File: src/rtl/port_uart_tx.sv
// port_uart_tx: captures CPU OUT writes to the high-nibble port and transmits the
// combined 8-bit port value {Port[1],Port[0]} as a serial frame (start, 8 data LSB first, stop).
module port_uart_tx #(
   parameter int unsigned CLKS_PER_BIT = 16,
   parameter int unsigned STOP_BITS    = 1
) (
   input  logic       clk,
   input  logic       reset,
   input  logic       port_write,
   input  logic       port_sel,
   input  logic [7:0] port_data,
   output logic       tx,
   output logic       tx_busy,
   output logic       tx_done,
   output logic       tx_ovf
);

   localparam int unsigned STOP_CLKS = STOP_BITS * CLKS_PER_BIT;
   localparam int unsigned CNT_W     = $clog2(STOP_CLKS) + 1;

   localparam logic [CNT_W-1:0] CNT_ZERO  = {CNT_W{1'b0}};
   localparam logic [CNT_W-1:0] CNT_ONE   = CNT_W'(1);
   localparam logic [CNT_W-1:0] BIT_LAST  = CNT_W'(CLKS_PER_BIT - 1);
   localparam logic [CNT_W-1:0] STOP_LAST = CNT_W'(STOP_CLKS - 1);

   typedef enum logic [1:0] {
      S_IDLE  = 2'd0,
      S_START = 2'd1,
      S_DATA  = 2'd2,
      S_STOP  = 2'd3
   } state_e;

   state_e           state_q,   state_d;
   logic [CNT_W-1:0] cnt_q,     cnt_d;
   logic [2:0]       bit_idx_q, bit_idx_d;
   logic [7:0]       shift_q,   shift_d;
   logic [7:0]       hold_q,    hold_d;
   logic             pending_q, pending_d;
   logic             strobe_q,  strobe_d;
   logic             ovf_q,     ovf_d;
   logic             tx_q,      tx_d;
   logic             busy_q,    busy_d;
   logic             done_q,    done_d;
   logic             drain_s;

   // Next-state logic: frame sequencer, holding-register capture and registered outputs
   always_comb begin
      state_d   = state_q;
      cnt_d     = cnt_q;
      bit_idx_d = bit_idx_q;
      shift_d   = shift_q;
      hold_d    = hold_q;
      pending_d = pending_q;
      ovf_d     = ovf_q;
      strobe_d  = port_write & port_sel;
      drain_s   = (state_q == S_IDLE) && pending_q;

      case (state_q)
         S_IDLE: begin
            if (pending_q) begin
               shift_d   = hold_q;
               pending_d = 1'b0;
               state_d   = S_START;
               cnt_d     = BIT_LAST;
               bit_idx_d = 3'd0;
            end else begin
               cnt_d     = CNT_ZERO;
               bit_idx_d = 3'd0;
            end
         end
         S_START: begin
            if (cnt_q == CNT_ZERO) begin
               state_d   = S_DATA;
               cnt_d     = BIT_LAST;
               bit_idx_d = 3'd0;
            end else begin
               cnt_d = cnt_q - CNT_ONE;
            end
         end
         S_DATA: begin
            if (cnt_q == CNT_ZERO) begin
               if (bit_idx_q == 3'd7) begin
                  state_d = S_STOP;
                  cnt_d   = STOP_LAST;
               end else begin
                  shift_d   = {1'b0, shift_q[7:1]};
                  bit_idx_d = bit_idx_q + 3'd1;
                  cnt_d     = BIT_LAST;
               end
            end else begin
               cnt_d = cnt_q - CNT_ONE;
            end
         end
         S_STOP: begin
            if (cnt_q == CNT_ZERO) begin
               state_d = S_IDLE;
            end else begin
               cnt_d = cnt_q - CNT_ONE;
            end
         end
         default: begin
            state_d   = S_IDLE;
            cnt_d     = CNT_ZERO;
            bit_idx_d = 3'd0;
         end
      endcase

      // A capture in the drain cycle refills the holding register instead of overflowing
      if (strobe_q) begin
         if (pending_q && !drain_s) begin
            ovf_d = 1'b1;
         end else begin
            hold_d    = port_data;
            pending_d = 1'b1;
         end
      end else begin
         hold_d = hold_d;
      end

      case (state_d)
         S_START: tx_d = 1'b0;
         S_DATA:  tx_d = shift_d[0];
         default: tx_d = 1'b1;
      endcase

      busy_d = (state_d != S_IDLE) | pending_d;
      done_d = (state_d == S_STOP) && (cnt_d == CNT_ZERO);
   end

   // State and output registers
   always_ff @(posedge clk) begin
      if (reset) begin
         state_q   <= S_IDLE;
         cnt_q     <= CNT_ZERO;
         bit_idx_q <= 3'd0;
         shift_q   <= 8'd0;
         hold_q    <= 8'd0;
         pending_q <= 1'b0;
         strobe_q  <= 1'b0;
         ovf_q     <= 1'b0;
         tx_q      <= 1'b1;
         busy_q    <= 1'b0;
         done_q    <= 1'b0;
      end else begin
         state_q   <= state_d;
         cnt_q     <= cnt_d;
         bit_idx_q <= bit_idx_d;
         shift_q   <= shift_d;
         hold_q    <= hold_d;
         pending_q <= pending_d;
         strobe_q  <= strobe_d;
         ovf_q     <= ovf_d;
         tx_q      <= tx_d;
         busy_q    <= busy_d;
         done_q    <= done_d;
      end
   end

   assign tx      = tx_q;
   assign tx_busy = busy_q;
   assign tx_done = done_q;
   assign tx_ovf  = ovf_q;

endmodule

File: config.mk
export PLATFORM = sky130hd
export DESIGN_NAME = port_uart_tx
export DESIGN_NICKNAME = d
export VERILOG_FILES = /design/src/rtl/port_uart_tx.sv
export SDC_FILE = /design/constraint.sdc
export NUM_CORES = 1
export LEC_CHECK = 0
export ABC_AREA = 1
export ABC_CLOCK_PERIOD_IN_PS = 2000
export CAP_MARGIN = 10
export CORE_MARGIN = 2
export CORE_UTILIZATION = 45
export DETAILED_ROUTE_END_ITERATION = 10
export PLACE_DENSITY = 0.65
export SLEW_MARGIN = 20
export SYNTH_ARGS = -nofsm -noshare
export SYNTH_HDL_FRONTEND = slang
export SYNTH_SLANG_ARGS = --single-unit
File: constraint.sdc
create_clock -name clk -period 2 [get_ports clk]
set_clock_uncertainty 0.05 [all_clocks]
set_input_delay 0.3 -clock clk [delete_from_list [all_inputs] [get_ports clk]]
set_output_delay 0.3 -clock clk [all_outputs]
set_load 0.01 [all_outputs]
# After elaboration in Yosys (flattened, before gate mapping)
# Index checks and enable logic that the tools add are counted.
dict set report classes {
  n_div 0
  n_shift 0
  n_mux 22
  add_sub_neg 2
  magnitude_cmp 0
  n_bitwise 3
  eq_ne 11
  reduce_logical 15
  mul 0
}
# cell count
set op_table {}
lappend op_table {{8-bit two-way mux} 3}
lappend op_table {{8-bit one-hot mux with 2 select lines} 1}
lappend op_table {{5-bit one-hot mux with 3 select lines} 1}
lappend op_table {{5-bit zero test} 2}
lappend op_table {{2-bit two-way mux} 5}
lappend op_table {{5-bit two-way mux} 2}
lappend op_table {{3-bit two-way mux} 3}
lappend op_table {{3-bit one-hot mux with 3 select lines} 1}
lappend op_table {{2-bit == test, second input constant} 4}
lappend op_table {{2-bit != test, second input constant} 4}
lappend op_table {{2-bit one-hot mux with 4 select lines} 1}
lappend op_table {{4-bit AND reduction} 2}
lappend op_table {{5-bit by 1-bit subtractor with 5-bit output, second input constant} 1}
lappend op_table {{2-bit by 1-bit == test with 1-bit output, second input constant} 2}
lappend op_table {{4-bit two-way mux} 1}
lappend op_table {{2-bit AND reduction} 2}
lappend op_table {{2-bit nonzero test} 2}
lappend op_table {{3-bit by 1-bit adder with 3-bit output, second input constant} 1}
lappend op_table {{3-bit == test, second input constant} 1}
lappend op_table {{1-bit logical AND} 3}
lappend op_table {{1-bit two-way mux} 3}
lappend op_table {{3-bit nonzero test} 1}
lappend op_table {{2-bit zero test} 1}
lappend op_table {{1-bit one-hot mux with 2 select lines} 1}
lappend op_table {{5 further kinds} 5}
dict set report word_totals {
  memories 0
  register_bits 32
  rom_bits 0
  out_inout_bits 4
  ram_bits 0
  latch_bits 0
}

# Logic depth before layout (Yosys ltp)
# Gate-level depths: netlist (run 1).
dict set report logic_depth {
  depth_word 7
  mapped_depth 12
}

# Least setup slack after synthesis (run 1)
# No wires, ideal clock.
dict set report synth_path {
  path_kind {register to register}
  startpoint {register cnt_q[0]}
  endpoint {register done_q (netlist: tx_done)}
  path_slack_ps 306
  n_path_buf 0
  setup_ps 64
  path_stages_with_launch 12
  arrival_time_ps 1580
  path_cell_list {dfxtp_1 inv_1 ha_1 nand3_4 ha_1 nand2_1 nand3_1 nand2_1 nand2_1 a21oi_1 nand3_1 nor2_1}
}
dict set report synth_via {
  elab_chain_cells 5
  elab_cells_between_ends 12
  cone_classes {1 x add/sub; 1 x eq/ne; 7 x mux; 3 x reduce/logical}
}
# element line_no
set synth_rtl {}
lappend synth_rtl {{start, declared} 34} ;# logic [CNT_W-1:0] cnt_q, cnt_d;
lappend synth_rtl {{start signal, assigned} 146} ;# cnt_q <= cnt_d;
lappend synth_rtl {{5-bit by 1-bit subtractor with 5-bit output / 5-bit zero test (equally long branches)} --}
lappend synth_rtl {{5-bit two-way mux, or another cell as far along} 95} ;# if (cnt_q == CNT_ZERO) begin
lappend synth_rtl {{5-bit one-hot mux with 3 select lines / 2-bit one-hot mux with 4 select lines (equally long branches)} 58} ;# case (state_q)
lappend synth_rtl {{5-bit zero test / 2-bit == test (equally long branches)} 127} ;# done_d = (state_d == S_STOP) && (cnt_d == CNT_ZERO);
lappend synth_rtl {{1-bit logical AND (*)} 127}
lappend synth_rtl {{end signal, assigned} 155} ;# done_q <= done_d;
lappend synth_rtl {{end, declared} 43} ;# logic done_q, done_d;
# Every way passes the cells marked *; elsewhere a longest branch is shown, timed or not.
# A chain may end at the register's enable or synchronous reset.

# Final worst setup path (run 1)
# Same ends and word-level chain as after synthesis.

==> results of run 1 <==
==> sequential cells by signal, indices dropped and copies added (netlist names) <==
name       flops
hold_q         8
shift_q        8
cnt_q          5
bit_idx_q      3
state_q        2
pending_q      1
strobe_q       1
tx             1
tx_busy        1
tx_done        1
tx_ovf         1
==> metal layers <==
| layer | global-route usage (%) | wire length, µm |
|---|---|---|
| met5 | 0 | 0 |
| met4 | 7.34 | 51 |
| met3 | 4.29 | 129 |
| met2 | 27.2 | 1350 |
| met1 | 21.9 | 1540 |
==> logic make-up after synthesis <==
group                    count (synthesis)  synth area share (%)
AO/OA/AOI/OAI                           46                  16.1
buffers and inverters                   35                  9.67
flip-flops                              32                  39.9
AND/OR/NAND/NOR                         94                  28.0
adder cells (fa/ha/maj)                  8                  6.24
==> critical path: cells and delay by family, from the launching register on <==
kind,cells,cell delay (ns)
AO/OA/AOI/OAI,1,0.12
adder cells (fa/ha/maj),2,0.57
buffers and inverters,1,0.09
AND/OR/NAND/NOR,7,0.58
flip-flops,1,0.33
==> cells in the mapped netlist (2+ instances only) <==
cell,n,area (µm²)
o21ai_1,4,20.0
o21ai_2,3,26.3
o21ai_0,10,50.1
nand3_4,2,35.0
buf_2,2,10.0
nand2_1,51,191
a21oi_1,24,120
nor2_1,20,75.1
inv_1,27,101
dfxtp_1,32,641
a21oi_2,4,35.0
ha_1,8,100
nand3b_1,2,15.0
nand3_1,12,60.1
==> path summary, 6_finish.rpt <==
path	startpoint	endpoint	slack, ns	depth (start not counted)
setup / recovery	cnt_q[0]$_SDFF_PP0_	tx_done$_SDFF_PP0_	0.22	11
hold / removal	hold_q[2]$_SDFFE_PP0P_	hold_q[2]$_SDFFE_PP0P_	0.40	2
setup reg to reg	cnt_q[0]$_SDFF_PP0_	tx_done$_SDFF_PP0_	0.22	11
hold reg to reg	hold_q[2]$_SDFFE_PP0P_	hold_q[2]$_SDFFE_PP0P_	0.40	2
==> metrics by stage <==
step	setup slack [ns]	area (µm²)
detailed placement	0.162	1800
CTS	0.131	1870
finish	0.215	1870
global route	0.0588	1870
global placement	0.204	1800
floorplan	0.306	1600
==> cell type report <==
type / count / area, µm² / share of cell area, %
Tap cell: 46 / 57.6 / 3.07
Clock buffer: 7 / 65.1 / 3.47
Sequential cell: 32 / 641 / 34.2
Timing Repair Buffer: 19 / 180 / 9.61
Inverter: 30 / 118 / 6.28
Multi-Input combinational cell: 148 / 813 / 43.4
==> report_power, final <==
| group | total [mW] | switching (mW) | internal [mW] |
|---|---|---|---|
| logic | 0.143 | 0.0787 | 0.0644 |
| clock network | 0.408 | 0.209 | 0.199 |
| registers | 0.676 | 0.0145 | 0.661 |
| total | 1.23 | 0.302 | 0.925 |
==> results.sh, run 1 <==
export IMPL_status="finished, final reports clean"
export IMPL_final_cell_mix="50 x nand2_1, 32 x dfxtp_1, 27 x inv_1"
export IMPL_first_pass_iters=4
export IMPL_cpMostUsedCell="nand2_1"
export IMPL_worstMarginPinSlew_ns=0.238
export IMPL_drive_above_1_share_pct=11.9
export IMPL_synthDistinctLibCells=28
export IMPL_io_pin_count=16
export IMPL_die_x_um=63.7
export IMPL_async_reset_ff_share_pct=0
export IMPL_clk_latency_ns=0.33
export IMPL_slew_headroom_pct=84.1
export IMPL_clock_sinks=32
export IMPL_maxSlewViolCount=0
export IMPL_vias=1366
export IMPL_start_kind="flip-flop"
export IMPL_fillers=330
export IMPL_postCtsHoldBufs=0
export IMPL_worstHoldPathType="flip-flop to flip-flop"
export IMPL_path_max_fanout=9
export IMPL_p_leak_nw=0.821
export IMPL_placed_cells=275
export IMPL_avgSynthCellArea_um2=7.46
export IMPL_whs_ns=0.400
export IMPL_max_stage_delay_ns=0.33
export IMPL_h_tree_depth=2
export IMPL_cts_buffers=5
export IMPL_clockBufferDepth=2
export IMPL_place_hpwl_mm=2.26
export IMPL_die_h_um=63.7
export IMPL_drcViolationCount=0
export IMPL_setup_viol=0
export IMPL_final_cells=282
export IMPL_rsz0062_at_grt="false"
export IMPL_cp_data_arrival_time_ns=2.01
export IMPL_synth_edf_count=0
export IMPL_post_cts_buffers=0
export IMPL_cts_resized_gates=0
export IMPL_syn_cell_area_um2=1600
export IMPL_rows=21
export IMPL_place_congestion=0.828
export IMPL_synth_ff_type="dfxtp_1"
export IMPL_grt_pass1_wl_mm=5.44
export IMPL_core_area_um2=3390
export IMPL_synthesis_nets=235
export IMPL_viasPerCell=4.84
export IMPL_dieArea_um2=4060
export IMPL_area_growth_pct=16.8
export IMPL_power_mw=1.23
export IMPL_cts_tree="yes"
export IMPL_start_util_pct=47.3
export IMPL_wl_per_cell_um=10.9
export IMPL_final_common_cell="nand2_1"
export IMPL_grt_overflow_total=0
export IMPL_cp_end_kind="flip-flop"
export IMPL_fin_crit_sh_pct=89.2
export IMPL_synth_cells=215
export IMPL_yosys_register_bits=32
export IMPL_ant_nets=0
export IMPL_first_iter_violations=49
export IMPL_final_util_pct=55.3
export IMPL_io_buffer_count=15
export IMPL_grt_total_usage_pct=17.1
export IMPL_final_nets=256
export IMPL_cts_root_buf="clkbuf_4"
export IMPL_slowest_stage="dfxtp_1"
export IMPL_synth_warnings=0
export IMPL_drt_wl_total_mm=3.06
export IMPL_synth_seq_area_share_pct=39.9
export IMPL_timing_hold_violations_final=0
export IMPL_path_cells="inv_1 -> ha_2 -> nand3_4 -> ha_1 -> nand2_1 -> nand3_1 -> nand2_1 -> nand2_1 -> a21oi_1 -> nand3_1 -> nor2_1"
export IMPL_setup_worst_path_class="flip-flop to flip-flop"
export IMPL_maxCapViolCount=0
export IMPL_max_freq_mhz=560
export IMPL_diodes=0
export IMPL_antenna_found_initial=0
export IMPL_power_density_nw_per_um2=655
export IMPL_grt_pass1_vias=1243
export IMPL_fin_setup_tns_ns=0
export IMPL_grt_max_degree=16
export IMPL_required_ns=2.22
export IMPL_min_period_ns=1.78
export IMPL_max_vdd_ir_drop_uv=309
export IMPL_clk_pin_slew_ns=0.10
No activity file was read; power rests on OpenSTA's default activity.
==> run 2, diff against run 1 <==
- CORE_UTILIZATION: 45 -> 55
- PLACE_DENSITY: 0.65 -> 0.77
==> run 2 against run 1 <==
Net effect: count of clock-buffer cells in the layout rose by 1; die area is 17% lower; final area down 0.93%; first-iteration DRC count up 39%; worst setup slack worse by 0.063 ns; largest power group unchanged; power is 0.95% lower; clock power decreased by 4%; critical path type unchanged; non-clock buffer count did not move; routed wire length up 5.6%; sequential share of layout area increased by 0.32 points; register-to-register slack worse by 0.06 ns; via count increased by 5.3%.
==> results.sh, run 2 (synthesis gave the netlist of run 1 again) <==
export IMPL_io_pin_count=16
export IMPL_grt_total_usage_pct=22.2
export IMPL_clockBufferDepth=2
export IMPL_drt_wl_total_mm=3.23
export IMPL_cts_root_buf="clkbuf_4"
export IMPL_grt_pass1_vias=1385
export IMPL_die_x_um=58.0
export IMPL_setup_worst_path_class="flip-flop to flip-flop"
export IMPL_max_stage_delay_ns=0.43
export IMPL_min_period_ns=1.85
export IMPL_drcViolationCount=0
export IMPL_max_freq_mhz=541
export IMPL_cpMostUsedCell="nand2_1"
export IMPL_slowest_stage="dfxtp_1"
export IMPL_first_iter_violations=68
export IMPL_core_area_um2=2760
export IMPL_slew_headroom_pct=73.0
export IMPL_post_cts_buffers=0
export IMPL_status="finished, final reports clean"
export IMPL_viasPerCell=5.37
export IMPL_grt_pass1_wl_mm=5.69
export IMPL_rows=19
export IMPL_worstMarginPinSlew_ns=0.403
export IMPL_area_growth_pct=15.8
export IMPL_cp_data_arrival_time_ns=2.05
export IMPL_final_common_cell="nand2_1"
export IMPL_vias=1438
export IMPL_grt_max_degree=16
export IMPL_h_tree_depth=2
export IMPL_cts_tree="yes"
export IMPL_final_nets=256
export IMPL_maxCapViolCount=0
export IMPL_die_h_um=58.0
export IMPL_io_buffer_count=15
export IMPL_rsz0062_at_grt="false"
export IMPL_power_density_nw_per_um2=655
export IMPL_postCtsHoldBufs=0
export IMPL_path_max_fanout=15
export IMPL_dieArea_um2=3360
export IMPL_cp_end_kind="flip-flop"
export IMPL_required_ns=2.21
export IMPL_start_util_pct=58.2
export IMPL_drive_above_1_share_pct=11.0
export IMPL_wl_per_cell_um=12.1
export IMPL_final_cell_mix="51 x nand2_1, 32 x dfxtp_1, 27 x inv_1"
export IMPL_power_mw=1.22
export IMPL_p_leak_nw=0.818
export IMPL_antenna_found_initial=0
export IMPL_place_hpwl_mm=2.44
export IMPL_maxSlewViolCount=0
export IMPL_max_vdd_ir_drop_uv=474
export IMPL_timing_hold_violations_final=0
export IMPL_cts_buffers=5
export IMPL_first_pass_iters=4
export IMPL_diodes=0
export IMPL_top_regs="hold_q x8, shift_q x8, cnt_q x5"
export IMPL_clk_latency_ns=0.34
export IMPL_clock_sinks=32
export IMPL_place_congestion=0.900
export IMPL_worstHoldPathType="flip-flop to flip-flop"
export IMPL_fin_crit_sh_pct=92.4
export IMPL_grt_overflow_total=0
export IMPL_start_kind="flip-flop"
export IMPL_clk_pin_slew_ns=0.11
export IMPL_setup_viol=0
export IMPL_path_cells="inv_1 -> ha_1 -> inv_2 -> nand2_1 -> nand2_1 -> o21ai_0 -> a21oi_1"
export IMPL_fin_setup_tns_ns=0
export IMPL_ant_nets=0
run 2: final timing paths:
path	startpoint	endpoint	slack (ns)	depth (start not counted)
max	state_q[1]$_SDFF_PP0_	hold_q[5]$_SDFFE_PP0P_	0.15	7
min	hold_q[3]$_SDFFE_PP0P_	hold_q[3]$_SDFFE_PP0P_	0.41	2
max reg2reg	state_q[1]$_SDFF_PP0_	hold_q[5]$_SDFFE_PP0P_	0.15	7
min reg2reg	hold_q[3]$_SDFFE_PP0P_	hold_q[3]$_SDFFE_PP0P_	0.41	2
run 2: repair_timing:
item	in CTS	in global routing
endpoints found under the hold margin	0	0
setup endpoints to repair	0	1
gates resized for setup	0	2
run 2: layout make-up:
| class | count | area [µm²] |
|---|---|---|
| inverter | 30 | 118 |
| sequential | 32 | 641 |
| tap | 31 | 38.8 |
| multi-input combinational | 148 | 821 |
| clock buffer | 8 | 58.8 |
| timing repair buffer | 19 | 180 |
| fill | 234 | 901 |
run 2: critical path, delay by kind of cell (launching register included):
family	cells	cell delay, ns
AND/OR/NAND/NOR	2	0.48
buffers and inverters	2	0.27
flip-flops	1	0.43
adder cells (fa/ha/maj)	1	0.23
AO/OA/AOI/OAI	2	0.30
run 2: metrics by stage:
stage          std cells  setup slack (ns)  util (%)  hold slack (ns)  area (µm²)
2_1_floorplan        215             0.306         -            0.319        1600
3_3_place_gp         260             0.228      64.7            0.386        1790
3_5_place_dp         260             0.136      64.7            0.393        1790
4_1_cts              268             0.113      66.9            0.408        1840
5_1_grt              268            0.0143      67.3            0.432        1860
6_report             268             0.152      67.3            0.406        1860
run 2: per-layer routing:
metal	part of all wire [%]	vias up	track usage, %
met5	0	-	0
met4	2.4	0	13.0
met3	4.8	9	4.69
met2	50	34	38.8
met1	43	661	24.6
li1	-	734	-
run 2: report_power, final:
group	internal, mW	leakage [nW]	switching (mW)
sequential	0.661	0.260	0.0146
clock	0.173	0.0326	0.218
combinational	0.0659	0.526	0.0825
==> run 3, diff against run 2 <==
- ABC_CLOCK_PERIOD_IN_PS: 2000 -> 1700
- CORE_UTILIZATION: 55 -> 44
- PLACE_DENSITY: 0.77 -> default
- clock period: 2 -> 1.7 ns (I/O delays scaled with it)
==> run 3 against run 2 <==
Net effect: non-clock buffer count increased by 14; sequential power increased by 18%; final area increased by 9.1%; first-iteration DRC count increased by 7.4%; worst setup slack got worse by 0.067 ns; critical endpoint is now tx_done$_SDFF_PP0_; die area increased by 23%.
==> results.sh, run 3 (synthesis gave the netlist of run 1 again) <==
export IMPL_status="finished, final reports clean"
export IMPL_top_regs="hold_q x8, shift_q x8, cnt_q x5"
export IMPL_dieArea_um2=4140
export IMPL_timing_hold_violations_final=0
export IMPL_clk_pin_slew_ns=0.12
export IMPL_placed_cells=284
export IMPL_min_period_ns=1.61
export IMPL_switching_share_pct=26.3
export IMPL_grt_pass1_wl_mm=6.43
export IMPL_clockBufferDepth=2
export IMPL_clock_sinks=32
export IMPL_rsz0062_at_grt="true"
export IMPL_drt_wl_total_mm=3.66
export IMPL_p_leak_nw=0.895
export IMPL_p_seq_share_pct=54.4
export IMPL_grt_pass1_vias=1441
export IMPL_cts_tree="yes"
export IMPL_fin_ws_ns=0.0855
export IMPL_critical_path_buf_inv_count=2
export IMPL_setup_worst_path_class="flip-flop to flip-flop"
export IMPL_die_h_um=64.4
export IMPL_whs_ns=0.401
export IMPL_worstMarginPinSlew_ns=0.243
export IMPL_grt_total_usage_pct=20.2
export IMPL_stdcell_area_um2=2030
export IMPL_pwr_share_clk_pct=31.9
export IMPL_start_kind="flip-flop"
export IMPL_cts_root_buf="clkbuf_4"
export IMPL_drive_above_1_share_pct=20.3
export IMPL_maxSlewViolCount=0
export IMPL_viasPerCell=4.93
export IMPL_cp_end_kind="flip-flop"
export IMPL_clk_latency_ns=0.34
export IMPL_max_vdd_ir_drop_uv=450
export IMPL_io_pin_count=16
export IMPL_place_area_um2=1880
export IMPL_grt_overflow_total=0
export IMPL_area_growth_pct=26.3
export IMPL_h_tree_depth=2
export IMPL_grt_util_met1_pct=26.0
export IMPL_die_x_um=64.4
export IMPL_p_int_mw=1.08
export IMPL_required_ns=1.92
export IMPL_cp_data_arrival_time_ns=1.83
export IMPL_combPwrFrac_pct=13.8
export IMPL_start_util_pct=47.0
export IMPL_place_ws_ns=-0.0733
export IMPL_power_density_nw_per_um2=724
export IMPL_fin_crit_sh_pct=95.0
export IMPL_io_buffer_count=15
export IMPL_rows=21
export IMPL_vias=1464
export IMPL_diodes=0
export IMPL_postCtsHoldBufs=0
export IMPL_final_cells=297
export IMPL_maxCapViolCount=0
export IMPL_ant_nets=0
export IMPL_core_area_um2=3420
export IMPL_worstHoldPathType="primary input to flip-flop"
export IMPL_final_common_cell="nand2_1"
export IMPL_wl_per_cell_um=12.3
export IMPL_path_cells="inv_2 -> ha_4 -> nand3_4 -> buf_4 -> nand2_1 -> nand3b_1 -> nand2_1 -> nor2_1 -> nand3_1 -> nor2_1"
export IMPL_slew_headroom_pct=83.8
export IMPL_cp_top_family="simple AND/OR/NAND/NOR gates"
export IMPL_grtUsageMet3_pct=6.16
export IMPL_slowest_stage="dfxtp_4"
export IMPL_antenna_found_initial=0
export IMPL_final_nets=270
export IMPL_place_hpwl_mm=2.75
export IMPL_first_pass_iters=4
export IMPL_final_cell_mix="51 x nand2_1, 29 x dfxtp_1, 24 x inv_1"
export IMPL_drcViolationCount=0
export IMPL_switchingPower_mw=0.386
export IMPL_first_iter_violations=73
export IMPL_setup_viol=0
export IMPL_max_freq_mhz=619
export IMPL_max_stage_delay_ns=0.37
export IMPL_place_congestion=0.879
export IMPL_path_max_fanout=8
export IMPL_cts_buffers=5
export IMPL_grt_busiest_layer="met2"
export IMPL_grt_max_degree=16
export IMPL_use_met2_pct=31.1
run 3: worst min-delay path, stage by stage:
cell,delay [ns]
clkdlybuf4s50_1,0.40
nand2_1,0.06
nor2_1,0.03
run 3: metal layers:
metal  vias up  share of wire [%]  routed length (µm)
li1        769                  -                   -
met1       658                 49                1780
met2        31                 44                1620
met3         6                4.8                 177
met4         0                2.2                  79
met5         -                  0                   0
run 3: per-stage QoR:
stage | util (%) | setup TNS, ns | power (mW)
2_1_floorplan | - | 0 | 0.927
3_3_place_gp | 55.2 | -0.0500 | 0.993
3_5_place_dp | 55.2 | -0.0733 | 1.00
4_1_cts | 57.4 | 0 | 1.47
5_1_grt | 59.3 | -0.0305 | 1.54
6_report | 59.3 | 0 | 1.47
run 3: final cells by class:
class                           instances  area [µm²]
Timing Repair Buffer                   33         298
Clock buffer                            8        58.8
Fill cell                             333        1390
Tap cell                               46        57.6
Multi-Input combinational cell        148         847
Sequential cell                        32         647
Inverter                               30         118
run 3: power by group through the flow:
| stage | Clock, mW | Combinational, mW | Sequential (mW) |
|---|---|---|---|
| 3_5_place_dp | 0 | 0.186 | 0.814 |
| 6_report | 0.467 | 0.202 | 0.797 |
| 2_1_floorplan | 0 | 0.117 | 0.810 |
| 4_1_cts | 0.481 | 0.190 | 0.797 |
| 3_3_place_gp | 0 | 0.180 | 0.813 |
| 5_1_grt | 0.516 | 0.226 | 0.801 |
run 3: final timing paths:
| kind | startpoint | depth (start not counted) | slack [ns] | endpoint |
|---|---|---|---|---|
| setup reg to reg | cnt_q[0]$_SDFF_PP0_ | 10 | 0.09 | tx_done$_SDFF_PP0_ |
| hold / removal | port_sel | 3 | 0.40 | strobe_q$_SDFF_PP0_ |
| setup / recovery | cnt_q[0]$_SDFF_PP0_ | 10 | 0.09 | tx_done$_SDFF_PP0_ |
| hold reg to reg | hold_q[0]$_SDFFE_PP0P_ | 2 | 0.40 | hold_q[0]$_SDFFE_PP0P_ |
run 3: repair_timing:
action                     4_1_cts  5_1_grt
buffers inserted                 0        5
resized for setup                4       14
setup endpoints to repair        1       12
pin swaps                        1        5
